--- src/rtl/link_frame_pkg.sv ---
// Shared types and helpers for the Aurora link framer/deframer pair:
// sync patterns, FSM states, header/trailer layouts and the CRC-32 step.
package link_frame_pkg;

  localparam logic [15:0] SYNC_HEAD_DEF  = 16'hA55A;
  localparam logic [15:0] SYNC_TRAIL_DEF = 16'h5AA5;
  localparam logic [31:0] CRC32_POLY     = 32'h04C11DB7;

  typedef enum logic [2:0] {
    ST_IDLE,
    ST_HEAD,
    ST_PAYLOAD,
    ST_TRAIL,
    ST_DRAIN
  } state_t;

  typedef struct packed {
    logic [15:0] sync;
    logic [15:0] seq;
    logic [15:0] ftype;
    logic [15:0] rsvd;
  } head_t;

  typedef struct packed {
    logic [15:0] sync;
    logic        trunc;
    logic [14:0] count;
    logic [31:0] check;
  } trail_t;

  // One 64-bit word of CRC-32, MSB-first (data[63] enters first), no reflection.
  function automatic logic [31:0] crc32_d64(input logic [31:0] crc, input logic [63:0] data);
    logic [31:0] c;
    logic        fb;
    c = crc;
    for (int i = 63; i >= 0; i--) begin
      fb = c[31] ^ data[i];
      c  = {c[30:0], 1'b0} ^ (fb ? CRC32_POLY : 32'h0);
    end
    return c;
  endfunction

endpackage

--- src/rtl/link_frame_chk.sv ---
// Payload check accumulator: XOR fold of the two 32-bit halves by default,
// CRC-32 (init/final-xor all ones) when LINK_TX_FRAMER_CRC_EN is defined.
module link_frame_chk
  import link_frame_pkg::*;
(
  input  logic        clk,
  input  logic        rst,
  input  logic        clear,
  input  logic        enable,
  input  logic [63:0] data_in,
  output logic [31:0] value_out
);

  logic [31:0] acc;

`ifdef LINK_TX_FRAMER_CRC_EN
  // NOTE: state is written with non-blocking assignments so every register
  // samples pre-edge values regardless of block evaluation order.
  always_ff @(posedge clk or posedge rst) begin
    if (rst)         acc <= '0;
    else if (clear)  acc <= 32'hFFFF_FFFF;
    else if (enable) acc <= crc32_d64(acc, data_in);
  end

  assign value_out = ~acc;
`else
  // NOTE: state is written with non-blocking assignments so every register
  // samples pre-edge values regardless of block evaluation order.
  always_ff @(posedge clk or posedge rst) begin
    if (rst)         acc <= '0;
    else if (clear)  acc <= '0;
    else if (enable) acc <= acc ^ data_in[63:32] ^ data_in[31:0];
  end

  assign value_out = acc;
`endif

endmodule

--- src/rtl/link_tx_framer.sv ---
// Aurora TX framer: header + payload burst + trailer(count, check) on a
// single-register AXI-Stream output. Define LINK_TX_FRAMER_CRC_EN for CRC-32.
module link_tx_framer
  import link_frame_pkg::*;
#(
  parameter int          MAX_LEN    = 256,
  parameter logic [15:0] SYNC_HEAD  = SYNC_HEAD_DEF,
  parameter logic [15:0] SYNC_TRAIL = SYNC_TRAIL_DEF
) (
  input  logic        clk,
  input  logic        rst,
  input  logic        channel_up,
  input  logic [63:0] s_tdata,
  input  logic        s_tvalid,
  output logic        s_tready,
  input  logic        s_tlast,
  input  logic [15:0] s_ttype,
  output logic [63:0] m_tdata,
  output logic        m_tvalid,
  input  logic        m_tready,
  output logic [31:0] frame_cnt,
  output logic [15:0] abort_cnt,
  output logic        busy
);

  localparam logic [15:0] MAX_CNT = 16'(MAX_LEN);

  state_t      state;
  logic [15:0] seq;
  logic [15:0] ftype;
  logic [15:0] count;
  logic        trunc;
  logic        trail_loaded;
  logic        out_ready;
  logic        s_hs;
  logic        chk_clear;
  logic        chk_en;
  logic [31:0] chk_value;
  logic [15:0] count_nx;
  head_t       head_w;
  trail_t      trail_w;

  assign out_ready = ~m_tvalid | m_tready;
  assign s_tready  = (state == ST_PAYLOAD && channel_up && out_ready) || state == ST_DRAIN;
  assign s_hs      = s_tvalid & s_tready;
  assign busy      = (state != ST_IDLE);
  assign count_nx  = count + 16'd1;
  assign chk_clear = (state == ST_IDLE) && channel_up && s_tvalid;
  assign chk_en    = (state == ST_PAYLOAD) && s_hs;

  assign head_w  = '{sync: SYNC_HEAD, seq: seq, ftype: ftype, rsvd: 16'h0000};
  assign trail_w = '{sync: SYNC_TRAIL, trunc: trunc, count: count[14:0], check: chk_value};

  link_frame_chk u_chk (
    .clk       (clk),
    .rst       (rst),
    .clear     (chk_clear),
    .enable    (chk_en),
    .data_in   (s_tdata),
    .value_out (chk_value)
  );

  always_ff @(posedge clk or posedge rst) begin
    if (rst) begin
      state        <= ST_IDLE;
      m_tdata      <= '0;
      m_tvalid     <= 1'b0;
      seq          <= '0;
      ftype        <= '0;
      count        <= '0;
      trunc        <= 1'b0;
      trail_loaded <= 1'b0;
      frame_cnt    <= '0;
      abort_cnt    <= '0;
    end else if (!channel_up && (state == ST_HEAD || state == ST_PAYLOAD || state == ST_TRAIL)) begin
      // Channel loss: drop the in-flight word; only an unfinished burst needs draining.
      m_tvalid     <= 1'b0;
      trail_loaded <= 1'b0;
      if (abort_cnt != 16'hFFFF) abort_cnt <= abort_cnt + 16'd1;
      state <= (state == ST_TRAIL) ? ST_IDLE : ST_DRAIN;
    end else begin
      case (state)
        ST_IDLE: begin
          if (channel_up && s_tvalid) begin
            state <= ST_HEAD;
            ftype <= s_ttype;
            count <= '0;
            trunc <= 1'b0;
          end
        end
        ST_HEAD: begin
          if (!m_tvalid) begin
            m_tdata  <= head_w;
            m_tvalid <= 1'b1;
          end else if (m_tready) begin
            m_tvalid <= 1'b0;
            state    <= ST_PAYLOAD;
          end
        end
        ST_PAYLOAD: begin
          if (s_hs) begin
            m_tdata  <= s_tdata;
            m_tvalid <= 1'b1;
            count    <= count_nx;
            if (s_tlast) begin
              state <= ST_TRAIL;
            end else if (count_nx == MAX_CNT) begin
              trunc <= 1'b1;
              state <= ST_TRAIL;
            end
          end else if (m_tready) begin
            m_tvalid <= 1'b0;
          end
        end
        ST_TRAIL: begin
          // The last payload word may still occupy the register when we arrive.
          if (!trail_loaded) begin
            if (out_ready) begin
              m_tdata      <= trail_w;
              m_tvalid     <= 1'b1;
              trail_loaded <= 1'b1;
            end
          end else if (m_tready) begin
            m_tvalid     <= 1'b0;
            trail_loaded <= 1'b0;
            seq          <= seq + 16'd1;
            frame_cnt    <= frame_cnt + 32'd1;
            state        <= ST_IDLE;
          end
        end
        ST_DRAIN: begin
          if (s_hs && s_tlast) state <= ST_IDLE;
        end
        default: state <= ST_IDLE;
      endcase
    end
  end

endmodule
--- config.mk ---
export PLATFORM = sky130hd
export DESIGN_NAME = link_tx_framer
export DESIGN_NICKNAME = d
export VERILOG_FILES = /design/src/rtl/link_frame_pkg.sv /design/src/rtl/link_frame_chk.sv /design/src/rtl/link_tx_framer.sv
export SDC_FILE = /design/constraint.sdc
export NUM_CORES = 1
export LEC_CHECK = 0
export CORE_ASPECT_RATIO = 0.5
export CORE_MARGIN = 4
export CORE_UTILIZATION = 47
export CTS_BUF_LIST = sky130_fd_sc_hd__clkbuf_16
export DETAILED_ROUTE_END_ITERATION = 10
export PLACE_DENSITY = 0.77
export SYNTH_ARGS = -nofsm -noshare
export SYNTH_HDL_FRONTEND = slang
export SYNTH_SLANG_ARGS = --single-unit
export TNS_END_PERCENT = 20
--- constraint.sdc ---
create_clock -name clk -period 6.6 [get_ports clk]
set_input_delay 1.32 -clock clk [delete_from_list [all_inputs] [get_ports clk]]
set_output_delay 1.32 -clock clk [all_outputs]
set_load 0.1 [all_outputs]
==> results by group <==
Route
  – Mean routed wirelength per cell: around 18 um
  – Drt via density: 5.55
  – Vias after detailed routing: 8,100
  – DRT iter0 DRCs: 641
  – Antenna-violating nets left: 0
  – Number of optimization iterations in the first detailed-route pass: 5
  – DRC violations left: 0
  – Final WL: 25,900 um

Global route
  – Pin count of the biggest net entering global routing: ~160
  – Via count of the first global-routing pass: 8,401
  – GRT Resource Usage Total: 22.0%
  – Global-route wire length before repair: 43,300 um
  – Sum of overflow across all layers after global routing: 0
  – Initial antenna violation count: 0

Logic synthesis
  – Simple-gate share of the synthesized area: 16.0%
  – Area share of the largest cell type after synthesis: 49.1%
  – Post-synthesis mux area share: 12.1%
  – Average footprint of a synthesized cell: 9.98 um^2
  – Sequential-to-total area share from yosys stat: 49.1%
  – Unique masters post-synth: 48
  – Total nets after synthesis: 1,101
  – Cell type with the largest total area after synthesis: dfrtp_1
  – Number of flip-flops and latches in the synthesized netlist: 198
  – Most used flip-flop cell after synthesis: dfrtp_1
  – Async set-reset flop share out of synthesis: 100%
  – Main combinational cell family by area after synthesis: simple AND/OR/NAND/NOR gates
  – Count of yosys warnings during synthesis: 0
  – Xor and xnor area share after synthesis: under 10%
  – Summed instance area of the synthesized netlist: between 10,000 and 15,000 um^2
  – Number of instances in the synthesized netlist: 1,010
  – Main area contributors after synthesis: dfrtp_1 49%, xnor2_1 6.8%, mux2i_1 6.7%
  – Area share of fa/ha/maj cells after synthesis: 0.621%
  – Number of enable flip-flop cells after synthesis: 0
  – Share of the synthesized area in compound gates (AO/OA/AOI/OAI): 9.41%

Timing
  – Max Clk Rate: 209 MHz
  – Final worst path period need: between 4000 and 5000 ps
  – Setup violations, final: 0
  – Tightest Pin Transition: 1050 ps
  – Final Worst Setup Slack: 1810 ps
  – Final hold violation count: 0
  – Slew HR: 29.7%
  – Setup clock skew after layout: 11.6 ps
  – Share of the clock period used by the worst path: around 73%
  – Setup TNS: 0 ps
  – Number of max-slew violations in the final report: 0
  – Smallest hold slack: 481 ps
  – Unrepaired setup endpoints after global routing: false

Pwr
  – Design Power: between 5 and 6 mW
  – VDD IR max: 0.389 mV
  – Leakage power: 5.58 nW
  – Cell Pwr Density: 409 nW/um^2

Floorplanning
  – Horizontal die dimension: 215 um
  – Initial standard-cell utilization of the core: between 40% and 50%
  – Height of the chip: ~110 um
  – Full die area: between 20,000 and 25,000 um^2
  – I/O pin total: 201
  – Placement row count: 37
  – Area of the core: 20,800 um^2

Layout
  – Area growth from synthesis to final layout: 27.2%
  – Final Instance Area: 12,800 um^2
  – Ratio of cells with drive above 1 in the final layout: 8.43%
  – Finished Layout Cells: between 1,000 and 1,500
  – Fill cell instance count of the final layout: roughly 1,700
  – Core occupancy in the finished layout: 61.7%
  – Final nets: 1,264
  – Storage element area: 4960 um^2
  – Count of antenna diodes in the layout: 0
  – Footprint of the multi-input gates: 4740 um^2

Placed design
  – Worst setup timing slack at the placement stage: between 1500 and 2000 ps
  – Number of input and output port buffers inserted: 200
  – DP Cell Count: between 1,000 and 1,500
  – Final GP Congestion: between 0.8 and 0.9
  – Post-placement cell area: 12,200 um^2
  – DP HPWL: about 18,000 um

Worst setup path
  – Startpoint type of the worst setup path: input port
  – Data arrival at the endpoint of the critical path: 3470 ps
  – Critical Path End Type: primary output
  – Number of cells on the worst reg-to-reg path: 5
  – Top cell family by delay on the critical path: buffers and inverters
  – Reg-to-reg critical path startpoint: state[1]
  – Crit-path cells: clkdlybuf4s50_1 > nand2b_1 > a31oi_1 > nor2_1 > clkdlybuf4s50_1
  – Number of buffers and inverters on the critical path: 2
  – CP Max Fanout: 6
  – Cell mode on critical path: clkdlybuf4s50_1
  – R2R Setup Slk: 3240 ps
  – Destination of the worst register-to-register timing path: frame_cnt[25]
  – Slowest cell on the critical path: clkdlybuf4s50_1
  – Setup CP Type: in2out
  – Slowest Stage Delay on Critical Path: 1140 ps
  – Req. time, crit path: ~5300 ps

Outcome
  – Result of the run: completed

CTS
  – Buffer type at the clock tree root: clkbuf_16
  – Clock sinks: roughly 200
  – Worst-case clock buffer depth: 2
  – Clock-pin transition on the worst setup and hold timing paths: 70 ps
  – Post-CTS repair timing setup buffer count: 0
  – CTS resizes: 0
  – Number of CTS-inserted buffers: 17
  – TritonCTS clock tree: done
  – Count of hold buffers inserted by post-cts repair: 0
  – H-tree lvl count: 4
  – Latest clock arrival within the worst-skew pair: 440 ps

Worst hold path
  – Type of the worst min-delay path: reg2reg
  – Startpoint of the worst hold path: ftype[7]
  – Endpoint of the worst hold path: ftype[7]
  – Number of cells traversed by the worst hold path: 2

Run
  – Number of violations of the max-capacitance limit: 0
how the worst max path moves through the flow:
stage | slack, ps | endpoint | depth (start not counted) | from
2_1_floorplan | 2430 | s_tready | 3 | channel_up
3_3_place_gp | 1850 | s_tready | 5 | m_tready
3_5_place_dp | 1830 | s_tready | 5 | m_tready
4_1_cts | 1820 | s_tready | 5 | m_tready
5_1_grt | 1720 | s_tready | 5 | m_tready
6_report | 1810 | s_tready | 5 | m_tready
cells in the mapped netlist, drive strengths merged, types with 5 or more instances:
cell / instances
dfrtp: 198
nor4: 8
xnor2: 78
nand2: 126
o21ai: 97
clkbuf: 45
and3: 12
and2: 6
inv: 33
xor2: 22
mux2: 49
nand3: 42
nor2b: 5
a21oi: 45
buf: 18
nor2: 41
and4: 6
nand4: 16
or3: 33
nor3: 18
mux2i: 67
ha: 5
o31ai: 8
layout by cell type, fill, tap and decap left out, types with 4 or more instances in the layout:
master             n
o31ai_1            8
nor3_2             5
and4_1             6
nor4_1             5
xnor2_1           78
nand4_1           16
nand2_1          126
clkbuf_16         17
clkdlybuf4s50_1  200
ha_1               5
nand3_1           41
mux2_2            49
and3_1            11
nor2_1            41
xor2_1            22
and2_1             5
o2111ai_1          4
buf_4              6
o21ai_0           97
dfrtp_1          197
a211oi_1           4
mux2i_1           67
a21oi_1           45
inv_1             34
nor3_1            13
a31oi_1            4
nor2b_1            5
or3_1             33
cell families after synthesis:
family | count (synthesis)
AO/OA/AOI/OAI | 172
XOR/XNOR | 100
buffers and inverters | 96
flip-flops | 198
AND/OR/NAND/NOR | 323
adder cells (fa/ha/maj) | 5
multiplexers | 116
where the power goes:
group / internal [mW] / total (mW) / switching (mW)
Sequential: 1.46 / 1.65 / 0.191
Combinational: 0.653 / 2.52 / 1.87
Clock: 0.592 / 1.07 / 0.474
Total: 2.71 / 5.24 / 2.53
final cells by class:
type	count	share of cell area, %
sequential	198	38.7
multi-input combinational	716	37.0
clock buffer	17	3.32
inverter	33	0.995
clock inverter	15	1.26
timing repair buffer	207	16.1
tap	273	2.66
registers in the layout (all words and copies together), names as in the netlist, 3 cells and up:
register / count
m_tdata: 64
count: 16
frame_cnt: 32
ftype: 16
u_chk.value_out: 32
seq: 16
abort_cnt: 16
state: 3
layer usage:
layer	track usage [%]	share of wire, %
met5	0	0
met4	8.53	2.3
met3	4.80	5.6
met2	35.7	47
met1	29.3	45
worst register-to-register path: cells and delay by family, from the launching register on:
family,cells,cell delay [ps]
xor+xnor,1,200
simple gates,4,2410
flops,1,680
Power figures use the tool's default switching activity.
